### config.mk
export PLATFORM = sky130hd
export DESIGN_NAME = data_mem_mover
export DESIGN_NICKNAME = d
export VERILOG_FILES = /design/src/rtl/data_mem_mover.sv
export SDC_FILE = /design/constraint.sdc
export NUM_CORES = 1
export LEC_CHECK = 0
export ABC_CLOCK_PERIOD_IN_PS = 2600
export CORE_MARGIN = 2
export CORE_UTILIZATION = 46
export DETAILED_ROUTE_END_ITERATION = 16
export HOLD_SLACK_MARGIN = 0.1
export PLACE_DENSITY = 0.78
export SKIP_LAST_GASP = 1
export SLEW_MARGIN = 20
export SYNTH_ARGS = -nofsm -noshare
export SYNTH_HDL_FRONTEND = slang
export SYNTH_SLANG_ARGS = --single-unit
### constraint.sdc
create_clock -name clk -period 2.6 [get_ports clk]
set_input_delay 0.65 -clock clk [delete_from_list [all_inputs] [get_ports clk]]
set_output_delay 0.65 -clock clk [all_outputs]
set_load 0.01 [all_outputs]
### src/rtl/data_mem_mover.sv
// data_mem_mover
//   Avalon-MM master that fills or copies word regions of the single-port
//   data RAM. It accepts one command at a time over valid/ready and pulses
//   done for one cycle when the command completes.
//
// Ports
//   clk, reset          system clock, synchronous active-high reset
//   cmd_valid/cmd_ready command handshake (ready only while idle)
//   cmd_op              0 = fill, 1 = copy
//   cmd_src, cmd_dst    start word addresses (src used by copy only)
//   cmd_len             word count, 0 .. 2^ADDR_W
//   cmd_pattern         fill value (used by fill only)
//   busy, done          status: busy from accept through done, done pulse
//   avm_*               RAM slave port; avm_readdata has one-cycle latency
//   checksum            (DATA_MEM_MOVER_CHECKSUM_EN only) modulo sum of every
//                       word written by the last command
//
// Build option
//   DATA_MEM_MOVER_CHECKSUM_EN  adds the checksum output and its accumulator.
//
// state     | meaning
// ----------+-------------------------------------------------------------
// S_IDLE    | waiting for a command, cmd_ready high
// S_FILL    | writing the pattern, one word per cycle
// S_COPY_RD | read cycle of a copy pair (source word on the bus)
// S_COPY_WR | write cycle of a copy pair (read data forwarded to the RAM)
// S_DONE    | one-cycle completion pulse

module data_mem_mover #(
  parameter int ADDR_W = 10,
  parameter int DATA_W = 32
) (
  input  logic                clk,
  input  logic                reset,
  input  logic                cmd_valid,
  output logic                cmd_ready,
  input  logic                cmd_op,
  input  logic [ADDR_W-1:0]   cmd_src,
  input  logic [ADDR_W-1:0]   cmd_dst,
  input  logic [ADDR_W:0]     cmd_len,
  input  logic [DATA_W-1:0]   cmd_pattern,
  output logic                busy,
  output logic                done,
  output logic [ADDR_W-1:0]   avm_address,
  output logic                avm_chipselect,
  output logic                avm_write,
  output logic [DATA_W/8-1:0] avm_byteenable,
  output logic [DATA_W-1:0]   avm_writedata,
  output logic                avm_clken,
  input  logic [DATA_W-1:0]   avm_readdata
`ifdef DATA_MEM_MOVER_CHECKSUM_EN
  ,
  output logic [DATA_W-1:0]   checksum
`endif
);

  typedef enum logic [2:0] {
    S_IDLE,
    S_FILL,
    S_COPY_RD,
    S_COPY_WR,
    S_DONE
  } state_t;

  state_t              state_q, state_d;
  logic [ADDR_W-1:0]   src_q, src_d;
  logic [ADDR_W-1:0]   dst_q, dst_d;
  // Words still to be written after the one currently on the bus.
  logic [ADDR_W:0]     rem_q, rem_d;
  logic [DATA_W-1:0]   pat_q, pat_d;
  logic                ready_q, ready_d;
  logic                busy_q, busy_d;
  logic                done_q, done_d;
  logic                cs_q, cs_d;
  logic                wr_q, wr_d;
  logic [ADDR_W-1:0]   addr_q, addr_d;
  logic [DATA_W-1:0]   wdata_q, wdata_d;
  logic                accept;

  // ready_q tracks the IDLE state one cycle late, so it is low while reset
  // is asserted and rises on the first clock after reset is released.
  assign accept = (state_q == S_IDLE) && ready_q && cmd_valid;

  always_comb begin
    state_d = state_q;
    src_d   = src_q;
    dst_d   = dst_q;
    rem_d   = rem_q;
    pat_d   = pat_q;
    ready_d = 1'b0;
    busy_d  = 1'b1;
    done_d  = 1'b0;
    cs_d    = 1'b0;
    wr_d    = 1'b0;
    addr_d  = addr_q;
    wdata_d = wdata_q;

    case (state_q)
      S_IDLE: begin
        busy_d  = 1'b0;
        ready_d = 1'b1;
        if (accept) begin
          busy_d  = 1'b1;
          ready_d = 1'b0;
          src_d   = cmd_src;
          dst_d   = cmd_dst;
          pat_d   = cmd_pattern;
          rem_d   = cmd_len - 1'b1;
          if (cmd_len == '0) begin
            state_d = S_DONE;
            done_d  = 1'b1;
          end else if (!cmd_op) begin
            // First fill word goes on the bus in the cycle right after accept.
            state_d = S_FILL;
            cs_d    = 1'b1;
            wr_d    = 1'b1;
            addr_d  = cmd_dst;
            wdata_d = cmd_pattern;
            dst_d   = cmd_dst + 1'b1;
          end else begin
            state_d = S_COPY_RD;
            cs_d    = 1'b1;
            addr_d  = cmd_src;
            src_d   = cmd_src + 1'b1;
          end
        end
      end

      S_FILL: begin
        if (rem_q == '0) begin
          state_d = S_DONE;
          done_d  = 1'b1;
        end else begin
          cs_d    = 1'b1;
          wr_d    = 1'b1;
          addr_d  = dst_q;
          wdata_d = pat_q;
          dst_d   = dst_q + 1'b1;
          rem_d   = rem_q - 1'b1;
        end
      end

      S_COPY_RD: begin
        state_d = S_COPY_WR;
        cs_d    = 1'b1;
        wr_d    = 1'b1;
        addr_d  = dst_q;
        dst_d   = dst_q + 1'b1;
      end

      S_COPY_WR: begin
        if (rem_q == '0) begin
          state_d = S_DONE;
          done_d  = 1'b1;
        end else begin
          state_d = S_COPY_RD;
          cs_d    = 1'b1;
          addr_d  = src_q;
          src_d   = src_q + 1'b1;
          rem_d   = rem_q - 1'b1;
        end
      end

      S_DONE: begin
        state_d = S_IDLE;
        busy_d  = 1'b0;
        ready_d = 1'b1;
      end

      default: begin
        state_d = S_IDLE;
        busy_d  = 1'b0;
      end
    endcase
  end

  always_ff @(posedge clk) begin
    if (reset) begin
      state_q <= S_IDLE;
      src_q   <= '0;
      dst_q   <= '0;
      rem_q   <= '0;
      pat_q   <= '0;
      ready_q <= 1'b0;
      busy_q  <= 1'b0;
      done_q  <= 1'b0;
      cs_q    <= 1'b0;
      wr_q    <= 1'b0;
      addr_q  <= '0;
      wdata_q <= '0;
    end else begin
      state_q <= state_d;
      src_q   <= src_d;
      dst_q   <= dst_d;
      rem_q   <= rem_d;
      pat_q   <= pat_d;
      ready_q <= ready_d;
      busy_q  <= busy_d;
      done_q  <= done_d;
      cs_q    <= cs_d;
      wr_q    <= wr_d;
      addr_q  <= addr_d;
      wdata_q <= wdata_d;
    end
  end

  assign cmd_ready      = ready_q;
  assign busy           = busy_q;
  assign done           = done_q;
  assign avm_chipselect = cs_q;
  assign avm_write      = wr_q;
  assign avm_address    = addr_q;
  assign avm_byteenable = {(DATA_W/8){cs_q}};
  assign avm_clken      = 1'b1;
  // Read data only arrives in the write cycle itself, so a copy write
  // forwards it straight from the RAM instead of through a register.
  assign avm_writedata  = (state_q == S_COPY_WR) ? avm_readdata : wdata_q;

`ifdef DATA_MEM_MOVER_CHECKSUM_EN
  logic [DATA_W-1:0] sum_q;

  // A word counts at the edge where the RAM commits it.
  always_ff @(posedge clk) begin
    if (reset) begin
      sum_q <= '0;
    end else if (accept) begin
      sum_q <= '0;
    end else if (cs_q && wr_q) begin
      sum_q <= sum_q + avm_writedata;
    end
  end

  assign checksum = sum_q;
`endif

endmodule

Word-level counts from Yosys, hierarchy flattened
Index checks and enable logic that the tools add are counted.
{"block": "totals", "ff_bits": 113, "latchBits": 0, "ram_bits": 0, "rom_bits": 0, "n_memories": 0}
{"block": "op_classes", "addsub": 6, "mul": 0, "div": 0, "magnitude_cmp": 0, "eq_ne": 11, "n_shift": 0, "muxes": 47, "n_bitwise": 0, "reduce_logical": 19}
{"operator": "32-bit 2-to-1 mux", "n": 5}
{"operator": "10-bit 2-to-1 mux", "n": 13}
{"operator": "32-bit one-hot mux with 2 select lines", "n": 1}
{"operator": "10-bit by 1-bit adder with 10-bit output (second input constant)", "n": 4}
{"operator": "10-bit one-hot mux with 4 select lines", "n": 1}
{"operator": "10-bit one-hot mux with 3 select lines", "n": 1}
{"operator": "11-bit zero test", "n": 2}
{"operator": "11-bit 2-to-1 mux", "n": 2}
{"operator": "11-bit one-hot mux with 2 select lines", "n": 1}
{"operator": "11-bit by 1-bit subtractor with 11-bit output (second input constant)", "n": 2}
{"operator": "10-bit one-hot mux with 2 select lines", "n": 1}
{"operator": "2-bit inequality test (second input constant)", "n": 7}
{"operator": "3-bit 2-to-1 mux", "n": 4}
{"operator": "3-bit one-hot mux with 4 select lines", "n": 1}
{"operator": "1-bit 2-to-1 mux", "n": 11}
{"operator": "5-bit AND reduction", "n": 2}
{"operator": "3-bit AND reduction", "n": 3}
{"operator": "3-bit by 2-bit equality test with 1-bit output (second input constant)", "n": 2}
{"operator": "1-bit one-hot mux with 2 select lines", "n": 3}
{"operator": "1-bit one-hot mux with 3 select lines", "n": 2}
{"operator": "2-bit nonzero test", "n": 3}
{"operator": "2-bit AND reduction", "n": 2}
{"operator": "4-bit nonzero test", "n": 1}
{"operator": "3-bit by 1-bit equality test with 1-bit output (second input constant)", "n": 1}
{"operator": "7 further kinds", "n": 8}

Logic depth before layout (Yosys ltp)
{"block": "logic_depth", "ltp_word": 5, "mapped_depth": 11, "mapped_depth_nobuf": 8}

Worst setup path after synthesis
OpenSTA, ideal clock, no wires.
{"block": "synth_path", "path_kind": "register to register", "start": "reg state_q[2]", "end": "reg rem_q[10]", "setup_time_ns": 0.112, "t_arrival_ns": 2.389, "required_ns": 2.488, "setup_slack_ns": 0.099, "stages_incl_launch_ff": 12, "path_buffers": 3, "period_less_slack_ns": 2.501, "path_cell_list": "dfxtp_1 buf_6 nand2b_1 buf_1 mux2i_1 ha_1 o211ai_1 and3b_1 buf_2 nand2_1 mux2i_1 a2111oi_1"}
{"block": "synth_via", "elab_chain_len": 5}
{"element": "from (decl)", "line_no": "65", "source": "state_t state_q, state_d;"}
{"element": "from (signal assigned)", "line_no": "192", "source": "state_q <= state_d;"}
{"element": "3-bit zero test", "line_no": "82, 98"}
{"element": "1-bit logical AND (2 in a row)", "line_no": "82", "source": "assign accept = (state_q == S_IDLE) && ready_q && cmd_valid;"}
{"element": "2-bit inequality test (no line)"}
{"element": "3-bit AND reduction (no line)"}
{"element": "to (signal assigned)", "line_no": "195", "source": "rem_q <= rem_d;"}
{"element": "to (decl)", "line_no": "69", "source": "logic [ADDR_W:0] rem_q, rem_d;"}
Several ways; a longest one is shown, not always the timed one.
A chain may end at the register's enable or synchronous reset.

Worst setup path in the final report
{"block": "layout_path", "start": "reg state_q[0]", "end": "out avm_writedata[24]"}
{"block": "layout_via", "elab_chain_len": 2}
{"element": "3-bit by 2-bit equality test with 1-bit output", "line_no": "217", "source": "assign avm_writedata = (state_q == S_COPY_WR) ? avm_readdata : wdata_q;"}
{"element": "32-bit 2-to-1 mux", "line_no": "217"}
{"element": "to (decl)", "line_no": "48", "source": "output logic [DATA_W-1:0] avm_writedata,"}
Every way passes these cells.

==> impl_metrics.json <==
{
  "status": "finished, final reports clean",
  "timing.rr.start": "state_q[0]",
  "worstPathArrival_ns": 1.91,
  "start_util_pct": 46.6,
  "reg2reg_depth": 9,
  "synth.avg_cell_area_sq_um": 7.90,
  "syn-num-nets": 917,
  "netlist.area_leader.share_pct": 35.2,
  "slowest_stage": "clkdlybuf4s50_1",
  "wl_per_cell_um": 16.4,
  "drive_gt1_share_pct": 15.7,
  "cp_max_fo": 13,
  "drt-initial-drc-count": 697,
  "cp_top_family": "buffers and inverters",
  "maxCapViolCount": 0,
  "wl_um": 19300,
  "cts-root-buf": "clkbuf_16",
  "cp_common_cell": "nand2_1",
  "final_common_cell": "nand2_1",
  "whs_path_depth": 2,
  "ys_ff_latch": 113,
  "clk_pin_slew_worst_paths_ns": 0.05,
  "clk_latency_ns": 0.42,
  "die_y_um": 122,
  "power.density_nw_per_um2": 1150,
  "grt_antenna_before_repair": 0,
  "cts-htree-levels": 4,
  "power_frac_clock_pct": 21.8,
  "dp_hpwl_um": 13300,
  "final_cells": 1177,
  "io-pin-count": 151,
  "grt_pass1_wl_um": 30000,
  "clk_path_buf_depth": 2,
  "die_width_um": 122,
  "rrSetupSlack_ns": 0.29,
  "place_ws_ns": -0.0904,
  "hold_end": "pat_q[23]",
  "io_buffers": 149,
  "synth_top_flop_cell": "dfxtp_1",
  "cp-end-kind": "output pin",
  "gp_congestion": 0.873,
  "firstDrtPassIters": 5,
  "fmax_mhz": 390,
  "grt_overflow": 0,
  "p_switching_mw": 4.17,
  "area_delta_synth_final_pct": 41.9,
  "p_leak_nw": 3.77,
  "finalClockSkew_ns": 0.00997,
  "power.share.sequential_pct": 26.4,
  "period_share_pct": 98.6,
  "r2r_end": "rem_q[10]",
  "fin_ws_ns": 0.0359,
  "cp.required_ns": 1.95,
  "antenna_cells": 0,
  "viasPerCell": 5.70,
  "synthCells": 813,
  "grt_use_total_pct": 25.2,
  "design.core.area_sq_um": 13800,
  "ys_seq_area_share_pct": 35.2,
  "pwr-share-comb_pct": 51.7,
  "crit_type": "register to output pin",
  "p_int_mw": 6.30,
  "setup_tns_ns": 0,
  "mostFrequentLayoutCells": "206 x nand2_1, 121 x clkdlybuf4s50_1, 111 x dfxtp_1",
  "slew_headroom_pct": 57.6,
  "switching_share_pct": 39.8,
  "seq_area_sq_um": 2260,
  "rows": 43,
  "grt_max_degree": 49,
  "synth_edf_count": 0,
  "vdd_drop_max_mv": 0.605,
  "num_vias": 6706,
  "syn-cell-area_sq_um": 6420,
  "cts_tree": "yes",
  "setup_viol_count_final": 0,
  "async_flop_share_pct": 0,
  "multi_input_area_sq_um": 3870,
  "hold_buffers": 0,
  "n_fill_cell": 1119,
  "first_global_vias": 5974,
  "critPathLaunchType": "register",
  "cts_buffers": 17,
  "worstHoldStart": "pat_q[23]",
  "drc": 0,
  "hold_viol_final": 0,
  "layout.nets": 1089,
  "crit_buf_inv": 2,
  "clkSinkCount": 113,
  "netlist_top_cells_area": "dfxtp_1 35%, nand2_1 12%, mux2i_1 6.1%",
  "crit_chain": "nor2b_4 -> and2_4 -> buf_6 -> nand2_1 -> nand2_1 -> clkdlybuf4s50_1",
  "rsz0062_at_grt": "yes",
  "hold_path_class": "register to register",
  "worstMarginPinSlew_ns": 0.633,
  "final_antenna_net_count": 0,
  "die_area_sq_um": 14900,
  "cpPeakStageDelay_ns": 0.52,
  "maxSlewViolCount": 0,
  "place_inst": 1144,
  "ys_types": 68,
  "synth_largest_area_cell": "dfxtp_1",
  "period_needed_ns": 2.56,
  "ys_warn_count": 0,
  "hold_ws_ns": 0.452
}
## synthesized netlist by cell type (5+ instances only)
cell	instances
buf_1	8
nand4_1	8
nor3_1	13
o21ai_0	14
a31oi_1	15
and3_1	11
nand2_1	206
xnor2_1	12
a211oi_1	20
a211oi_2	30
o211ai_1	6
nor4_1	9
a222oi_1	10
dfxtp_1	113
xor2_1	6
buf_2	16
nand2b_1	5
nand3_1	18
buf_4	5
ha_1	5
o22ai_1	5
inv_1	9
clkbuf_1	32
or3_1	8
mux2i_1	39
nor2_1	63
a21oi_1	59
mux2_2	10
## cells by family after synthesis
| family | synth area share [%] |
|---|---|
| xor gates and xnor gates | 2.46 |
| DFF | 35.2 |
| AOI/OAI and AO/OA | 22.4 |
| other | 0.0584 |
| adders and majority gates | 0.974 |
| and+or+nand+nor | 26.1 |
| muxes | 7.83 |
| buffers and inverters | 4.87 |
## layout make-up
type | count | area share (%)
Clock inverter | 11 | 1.54
Timing Repair Buffer | 215 | 23.5
Sequential cell | 113 | 24.9
Multi-Input combinational cell | 629 | 42.5
Inverter | 9 | 0.371
Clock buffer | 20 | 4.79
Tap cell | 180 | 2.47
## per-stage QoR
step	utilization (%)	cell area, sq um	power, mW
after floorplan	-	6420	6.02
after global routing	66.2	9110	11.1
after CTS	65.5	9020	10.5
final	66.2	9110	10.5
after detailed placement	61.1	8410	8.15
after global placement	61.1	8410	8.04
## worst max path at each step
stage                     startpoint                 to  cells past startpoint
after global routing      state_q[0]  avm_writedata[24]                      6
after global placement    cmd_len[2]           rem_q[7]                      7
after detailed placement  cmd_len[2]         wdata_q[6]                      9
final                     state_q[0]  avm_writedata[24]                      6
after CTS                 state_q[2]  avm_writedata[23]                      6
after floorplan           state_q[2]          rem_q[10]                     11
## routing by layer
layer | vias to the layer above | part of all wire (%) | routed length, um | GRT usage (%)
li1 | 3251 | - | - | -
met1 | 3089 | 42 | 8060 | 32.2
met2 | 322 | 47 | 9140 | 42.0
met3 | 44 | 8.6 | 1660 | 5.95
met4 | 0 | 2.1 | 400 | 8.19
met5 | - | 0 | 0 | 0
## power groups by stage
stage                     clock [mW]  sequential [mW]  combinational, mW
final                           2.29             2.77               5.42
after global routing            2.40             2.83               5.87
after CTS                       2.30             2.75               5.44
after detailed placement           0             2.76               5.39
after global placement             0             2.76               5.29
after floorplan                    0             2.69               3.33
## worst reg2reg max path, cell delays in order, from the launching register on
cell and delay, ns:
dfxtp_2 0.32, buf_4 0.19, nand2b_1 0.19, mux2i_1 0.29, ha_1 0.21, o211ai_1 0.12, and3b_1 0.29, nand2_1 0.11
mux2i_1 0.13, a2111oi_1 0.35
## registers in the layout (all words and copies together) (netlist names)
name / cells
busy: 1
wdata_q: 32
rem_q: 11
src_q: 10
pat_q: 32
done: 1
dst_q: 10
state_q: 3
cmd_ready: 1
avm_chipselect: 1
avm_write: 1
avm_address: 10
## what timing repair did
item                                    CTS  global route
buffers inserted                          0             1
endpoints found under the hold margin     0             0
endpoints found under the setup margin   32            30
resized for setup                        11            31
cloned                                    1             0
No activity file was read; power rests on OpenSTA's default activity.
